==> config.mk <==
export PLATFORM = sky130hd
export DESIGN_NAME = fp_operand_loader
export DESIGN_NICKNAME = d
export VERILOG_FILES = /design/src/rtl/fp_pkg.sv /design/src/rtl/fp_idle_timer.sv /design/src/rtl/fp_operand_loader.sv
export SDC_FILE = /design/constraint.sdc
export NUM_CORES = 1
export LEC_CHECK = 0
export CORE_ASPECT_RATIO = 1.75
export CORE_MARGIN = 2
export CORE_UTILIZATION = 35
export CTS_CLUSTER_DIAMETER = 60
export DETAILED_ROUTE_END_ITERATION = 10
export MAX_ROUTING_LAYER = met4
export PLACE_DENSITY_LB_ADDON = 0.1
export SYNTH_ARGS = -nofsm -noshare
export SYNTH_HDL_FRONTEND = slang
export SYNTH_SLANG_ARGS = --single-unit
==> constraint.sdc <==
create_clock -name clk -period 4.6 [get_ports clk]
set_clock_uncertainty 0.2 [all_clocks]
set_input_delay 0.46 -clock clk [delete_from_list [all_inputs] [get_ports clk]]
set_output_delay 0.46 -clock clk [all_outputs]
set_load 0.02 [all_outputs]
==> src/rtl/fp_pkg.sv <==
// Shared definitions for the FP32 operand loader: FSM states, FP32 field layout, flush helper.
// Optional feature macro: FP_LOADER_FTZ_EN (flush denormal operands to signed zero).
package fp_pkg;

    typedef enum logic [1:0] {
        LOAD_A  = 2'd0,
        LOAD_B  = 2'd1,
        PRESENT = 2'd2
    } fp_state_e;

    localparam int SIGN_BIT     = 31;
    localparam int EXP_MSB      = 30;
    localparam int EXP_LSB      = 23;
    localparam int FRAC_W       = 23;
    localparam int BYTES_PER_OP = 4;

    // Zero exponent means denormal (or zero): clear the fraction, keep the sign.
    function automatic logic [31:0] flush_denormal(input logic [31:0] x);
        logic [31:0] r;
        r = x;
        if (x[EXP_MSB:EXP_LSB] == 8'h00) begin
            r[FRAC_W-1:0] = '0;
        end
        return r;
    endfunction

endpackage

==> src/rtl/fp_idle_timer.sv <==
// Counts idle cycles while enabled; 'expired' fires in the cycle the count reaches LIMIT.
module fp_idle_timer #(
    parameter int unsigned LIMIT = 255
) (
    input  logic clk,
    input  logic rst_n,
    input  logic enable,
    input  logic clear,
    output logic expired
);

    localparam logic [15:0] LAST = 16'(LIMIT - 1);

    logic [15:0] count_q;
    logic [15:0] count_d;

    assign expired = enable && !clear && (count_q == LAST);

    // Self-clearing on expiry so the next partial pair starts a fresh count.
    always_comb begin
        count_d = count_q;
        if (clear || expired) begin
            count_d = '0;
        end else if (enable) begin
            count_d = count_q + 16'd1;
        end
    end

    always_ff @(posedge clk or negedge rst_n) begin
        if (!rst_n) begin
            count_q <= '0;
        end else begin
            count_q <= count_d;
        end
    end

endmodule

==> src/rtl/fp_operand_loader.sv <==
// Assembles a little-endian byte stream into an FP32 operand pair (A then B) for a multiplier.
// Optional feature macro: FP_LOADER_FTZ_EN (denormal operands presented as signed zero).
module fp_operand_loader #(
    parameter int unsigned TIMEOUT_CYCLES = 255
) (
    input  logic        clk,
    input  logic        rst_n,
    input  logic [7:0]  in_data,
    input  logic        in_valid,
    output logic        in_ready,
    output logic [31:0] op_a,
    output logic [31:0] op_b,
    output logic        op_valid,
    input  logic        op_ready,
    output logic        timeout_err,
    output logic [1:0]  dbg_state_o
);
    import fp_pkg::*;

    // Handshakes: a byte moves when in_valid && in_ready at a rising edge;
    // a pair moves when op_valid && op_ready. Valid holds its payload until taken.

    fp_state_e   state_q, state_d;
    logic [1:0]  cnt_q, cnt_d;
    logic [31:0] a_sh_q, a_sh_d;
    logic [23:0] b_sh_q, b_sh_d;
    logic [31:0] op_a_q, op_a_d;
    logic [31:0] op_b_q, op_b_d;
    logic        op_valid_q, op_valid_d;
    logic        timeout_q, timeout_d;
    logic        accept;
    logic        partial;
    logic        expired;

    function automatic logic [31:0] present_op(input logic [31:0] x);
`ifdef FP_LOADER_FTZ_EN
        return flush_denormal(x);
`else
        return x;
`endif
    endfunction

    assign in_ready    = rst_n && (state_q != PRESENT);
    assign accept      = in_valid && in_ready;
    assign partial     = ((state_q == LOAD_A) && (cnt_q != 2'd0)) || (state_q == LOAD_B);
    assign op_a        = op_a_q;
    assign op_b        = op_b_q;
    assign op_valid    = op_valid_q;
    assign timeout_err = timeout_q;
    assign dbg_state_o = state_q;

    fp_idle_timer #(.LIMIT(TIMEOUT_CYCLES)) u_idle_timer (
        .clk     (clk),
        .rst_n   (rst_n),
        .enable  (partial && !accept),
        .clear   (accept || !partial),
        .expired (expired)
    );

    always_comb begin
        state_d    = state_q;
        cnt_d      = cnt_q;
        a_sh_d     = a_sh_q;
        b_sh_d     = b_sh_q;
        op_a_d     = op_a_q;
        op_b_d     = op_b_q;
        op_valid_d = op_valid_q;
        timeout_d  = 1'b0;
        case (state_q)
            LOAD_A: begin
                if (accept) begin
                    a_sh_d[{cnt_q, 3'b000} +: 8] = in_data;
                    cnt_d = cnt_q + 2'd1;
                    if (cnt_q == 2'd3) state_d = LOAD_B;
                end else if (expired) begin
                    cnt_d     = 2'd0;
                    timeout_d = 1'b1;
                end
            end
            LOAD_B: begin
                if (accept) begin
                    cnt_d = cnt_q + 2'd1;
                    case (cnt_q)
                        2'd0: b_sh_d[7:0]   = in_data;
                        2'd1: b_sh_d[15:8]  = in_data;
                        2'd2: b_sh_d[23:16] = in_data;
                        default: begin
                            // Last byte goes straight to the output register.
                            op_a_d     = present_op(a_sh_q);
                            op_b_d     = present_op({in_data, b_sh_q});
                            op_valid_d = 1'b1;
                            state_d    = PRESENT;
                        end
                    endcase
                end else if (expired) begin
                    state_d   = LOAD_A;
                    cnt_d     = 2'd0;
                    timeout_d = 1'b1;
                end
            end
            PRESENT: begin
                if (op_ready) begin
                    op_valid_d = 1'b0;
                    state_d    = LOAD_A;
                end
            end
            default: begin
                state_d = LOAD_A;
                cnt_d   = 2'd0;
            end
        endcase
    end

    always_ff @(posedge clk or negedge rst_n) begin
        if (!rst_n) begin
            state_q    <= LOAD_A;
            cnt_q      <= 2'd0;
            a_sh_q     <= '0;
            b_sh_q     <= '0;
            op_a_q     <= '0;
            op_b_q     <= '0;
            op_valid_q <= 1'b0;
            timeout_q  <= 1'b0;
        end else begin
            state_q    <= state_d;
            cnt_q      <= cnt_d;
            a_sh_q     <= a_sh_d;
            b_sh_q     <= b_sh_d;
            op_a_q     <= op_a_d;
            op_b_q     <= op_b_d;
            op_valid_q <= op_valid_d;
            timeout_q  <= timeout_d;
        end
    end

endmodule
==> flow_summary.json <==
{
  "synthTopCellsByArea": "dfrtp_1 62%, mux2_2 17%, nand2_1 5.3%",
  "fin_nets": 562,
  "final_hold_viol_count": 0,
  "slew-limit-headroom_pct": 42.3,
  "yosysTopAreaCellShare_pct": 62.4,
  "antenna_found_initial": 0,
  "drt_first_iter_violations": 147,
  "worstSetupPathType": "in -> out",
  "postPlaceCellArea_sq_mm": 0.00670,
  "muxShareOfSynthArea_pct": 17.6,
  "critPathMaxStageDelay_ns": 0.60,
  "tns_ns": 0,
  "path_buf_inv": 3,
  "post_cts_resize_count": 0,
  "io_buffers": 80,
  "critical_path.top_delay_family": "buffers and inverters",
  "syn_area_sq_mm": 0.00570,
  "chipHeight_microns": 173,
  "cp.arrival_ns": 2.03,
  "ant_nets": 0,
  "rsz0062_at_grt": "false",
  "wl_per_cell_microns": 17.1,
  "required_ns": 3.94,
  "firstDrtPassIters": 4,
  "overflow": 0,
  "synth-xor-area-share_pct": 2.15,
  "cap_violations": 0,
  "final_cell_area_sq_mm": 0.00738,
  "synth_top_family_by_area": "multiplexers",
  "cpMaxStageDelayCell": "clkdlybuf4s50_1",
  "place.gp.congestion": 0.764,
  "pwr-share-comb_pct": 25.3,
  "fin_crit_sh_pct": 58.5,
  "synth_fa_ha_area_share_pct": 2.20,
  "cellPowerDensity_mw_per_mm2": 622,
  "numCtsBuffers": 17,
  "ioPinCount": 81,
  "status": "complete, no violations",
  "p_leak_nw": 3.41,
  "dr_total_vias": 3628,
  "power_frac_seq_pct": 40.4,
  "final_common_cell": "dfrtp_1",
  "dieArea_sq_mm": 0.0173,
  "fin_crit_ns": 2.69,
  "synth-seq-area-share_pct": 62.4,
  "htree_levels": 4,
  "timing.final.max_slew_violations": 0,
  "clk_path_buf_depth": 2,
  "dp_hpwl_mm": 8.42,
  "fill_cells": 1475,
  "ir_drop_v": 0.000260,
  "clock_sinks": 142,
  "crit_chain": "dlygate4sd3_1, buf_6, and2_1, clkdlybuf4s50_1",
  "grt_pass1_wl_mm": 20.4,
  "hold_class": "in -> async",
  "grt_util_all_layers_pct": 16.0,
  "routed_wl_mm": 12.7,
  "synth_cell_type_count": 32,
  "cts.clk_slew.worst_paths_ns": 0.06,
  "cp_max_fo": 24,
  "worst_slew_pin_slew_ns": 0.859,
  "die_w_microns": 100,
  "drive_gt1_share_pct": 22.8,
  "core_sq_mm": 0.0159,
  "max_freq_mhz": 372,
  "cp-end-kind": "primary output",
  "intPower_mw": 3.23,
  "synthSimpleGateAreaFrac_pct": 10.5,
  "num_antenna_cells": 0,
  "drc": 0,
  "finalSetupViolations": 0,
  "synth-compound-area-share_pct": 3.49,
  "p_clk_share_pct": 34.3,
  "final_cell_mix": "142 x dfrtp_1, 88 x mux2_2, 79 x nand2_1, 79 x clkdlybuf4s50_1, 36 x o21ai_0",
  "ys_seq_elements": 142,
  "cts_root_buffer": "clkbuf_16",
  "cts_tree": "built",
  "worst_setup_path_start_kind": "primary input",
  "start_util_pct": 35.9,
  "clock_latency_ns": 0.41,
  "synth_fp_nets": 473,
  "syn-instance-count": 451,
  "avgSynthCellArea_sq_um": 12.6,
  "yosysTopAreaCell": "dfrtp_1",
  "via_per_inst": 4.89,
  "grt_pass1_vias": 3707,
  "rows": 61,
  "swShare_pct": 29.7,
  "area_delta_synth_final_pct": 29.6,
  "grt_max_degree": 68,
  "yosys_warnings": 0,
  "p_switching_mw": 1.36
}
[flip-flops by register name, indices dropped and copies added (netlist names)]
signal                count
timeout_err               1
dbg_state_o               2
op_a                     32
cnt_q                     2
a_sh_q                   32
op_valid                  1
b_sh_q                   24
u_idle_timer.count_q     16
op_b                     32
[final cells by class]
cell class | count | area, sq um | share of cell area [%]
Clock buffer | 19 | 443 | 6.00
Timing Repair Buffer | 85 | 842 | 11.4
Multi-Input combinational cell | 286 | 2050 | 27.7
Tap cell | 189 | 236 | 3.20
Inverter | 8 | 30.0 | 0.407
Clock inverter | 13 | 233 | 3.15
Sequential cell | 142 | 3550 | 48.1
[worst reg2reg max path: stages, from the launching register on]
cell     delay (ns)
dfrtp_1        0.45
or4_1          0.56
or4_4          0.58
or2b_1         0.55
nor2_1         0.12
[path summary, 6_finish.rpt]
path	startpoint	endpoint	slack (ns)	cells after the start
worst max register to register	u_idle_timer.count_q[8]$_DFFE_PN0P_	u_idle_timer.count_q[7]$_DFFE_PN0P_	2.00	4
worst min register to register	a_sh_q[11]$_DFFE_PN0P_	a_sh_q[11]$_DFFE_PN0P_	0.28	2
worst min-delay path	rst_n	timeout_err$_DFF_PN0_	0.27	2
max in group asynchronous	rst_n	a_sh_q[3]$_DFFE_PN0P_	2.08	4
min in group clk	a_sh_q[11]$_DFFE_PN0P_	a_sh_q[11]$_DFFE_PN0P_	0.28	2
worst max-delay path	rst_n	in_ready	1.91	4
[layer usage]
metal / track usage (%) / wire [microns] / vias up
met4: 7.02 / 261 / 0
met2: 25.4 / 6550 / 75
met5: - / 0 / -
li1: - / - / 1719
met3: 3.52 / 362 / 19
met1: 19.4 / 5520 / 1815
[cells by family (layout without fill, tap and decap cells)]
family                     count (synthesis)  in the layout
AOI/OAI and AO/OA                         39             39
adders and majority gates                 10             10
muxes                                     89             89
buffers and inverters                     23            125
and+or+nand+nor                          134            134
DFF                                      142            142
xor gates and xnor gates                  14             14
[power groups by stage]
stage	registers, mW	logic (mW)	clock network, mW
after floorplan	2.00	0.526	0
after global placement	1.87	1.16	0
after detailed placement	1.89	1.18	0
after CTS	1.87	1.18	1.61
after global routing	1.91	1.27	1.66
final	1.86	1.16	1.57
[repair_timing]
| action | 4_1_cts | 5_1_grt |
|---|---|---|
| hold endpoints to repair | 18 | 0 |
| hold buffers | 1 | 0 |
| endpoints found under the setup margin | 0 | 0 |
| buffers inserted | 0 | 0 |
[synth_stat cells (all sizes together)]
master,number
or4,2
nor2,20
a21oi,2
inv,8
and3,2
and2,1
buf,6
and4b,1
nand4,4
and4,1
nand2b,2
xnor2,10
o221ai,1
dfrtp,142
nand3,4
xor2,4
nor4,3
o21ai,36
nand2,80
mux2,88
mux2i,1
ha,10
nor4bb,1
nor3,8
or3,2
or2b,1
clkbuf,9
nand4b,2
[per-stage QoR]
step           utilization [%]  hold slack [ns]  worst slack [ns]  total power [mW]  cells
2_1_floorplan                -          -0.0356              2.29              2.52    451
3_3_place_gp              42.2            0.139              2.00              3.03    709
3_5_place_dp              42.2            0.136              2.00              3.07    709
4_1_cts                   46.5            0.267              1.88              4.66    742
5_1_grt                   46.5            0.272              1.72              4.84    742
6_report                  46.5            0.267              1.91              4.59    742
No activity file was read; power rests on OpenSTA's default activity.
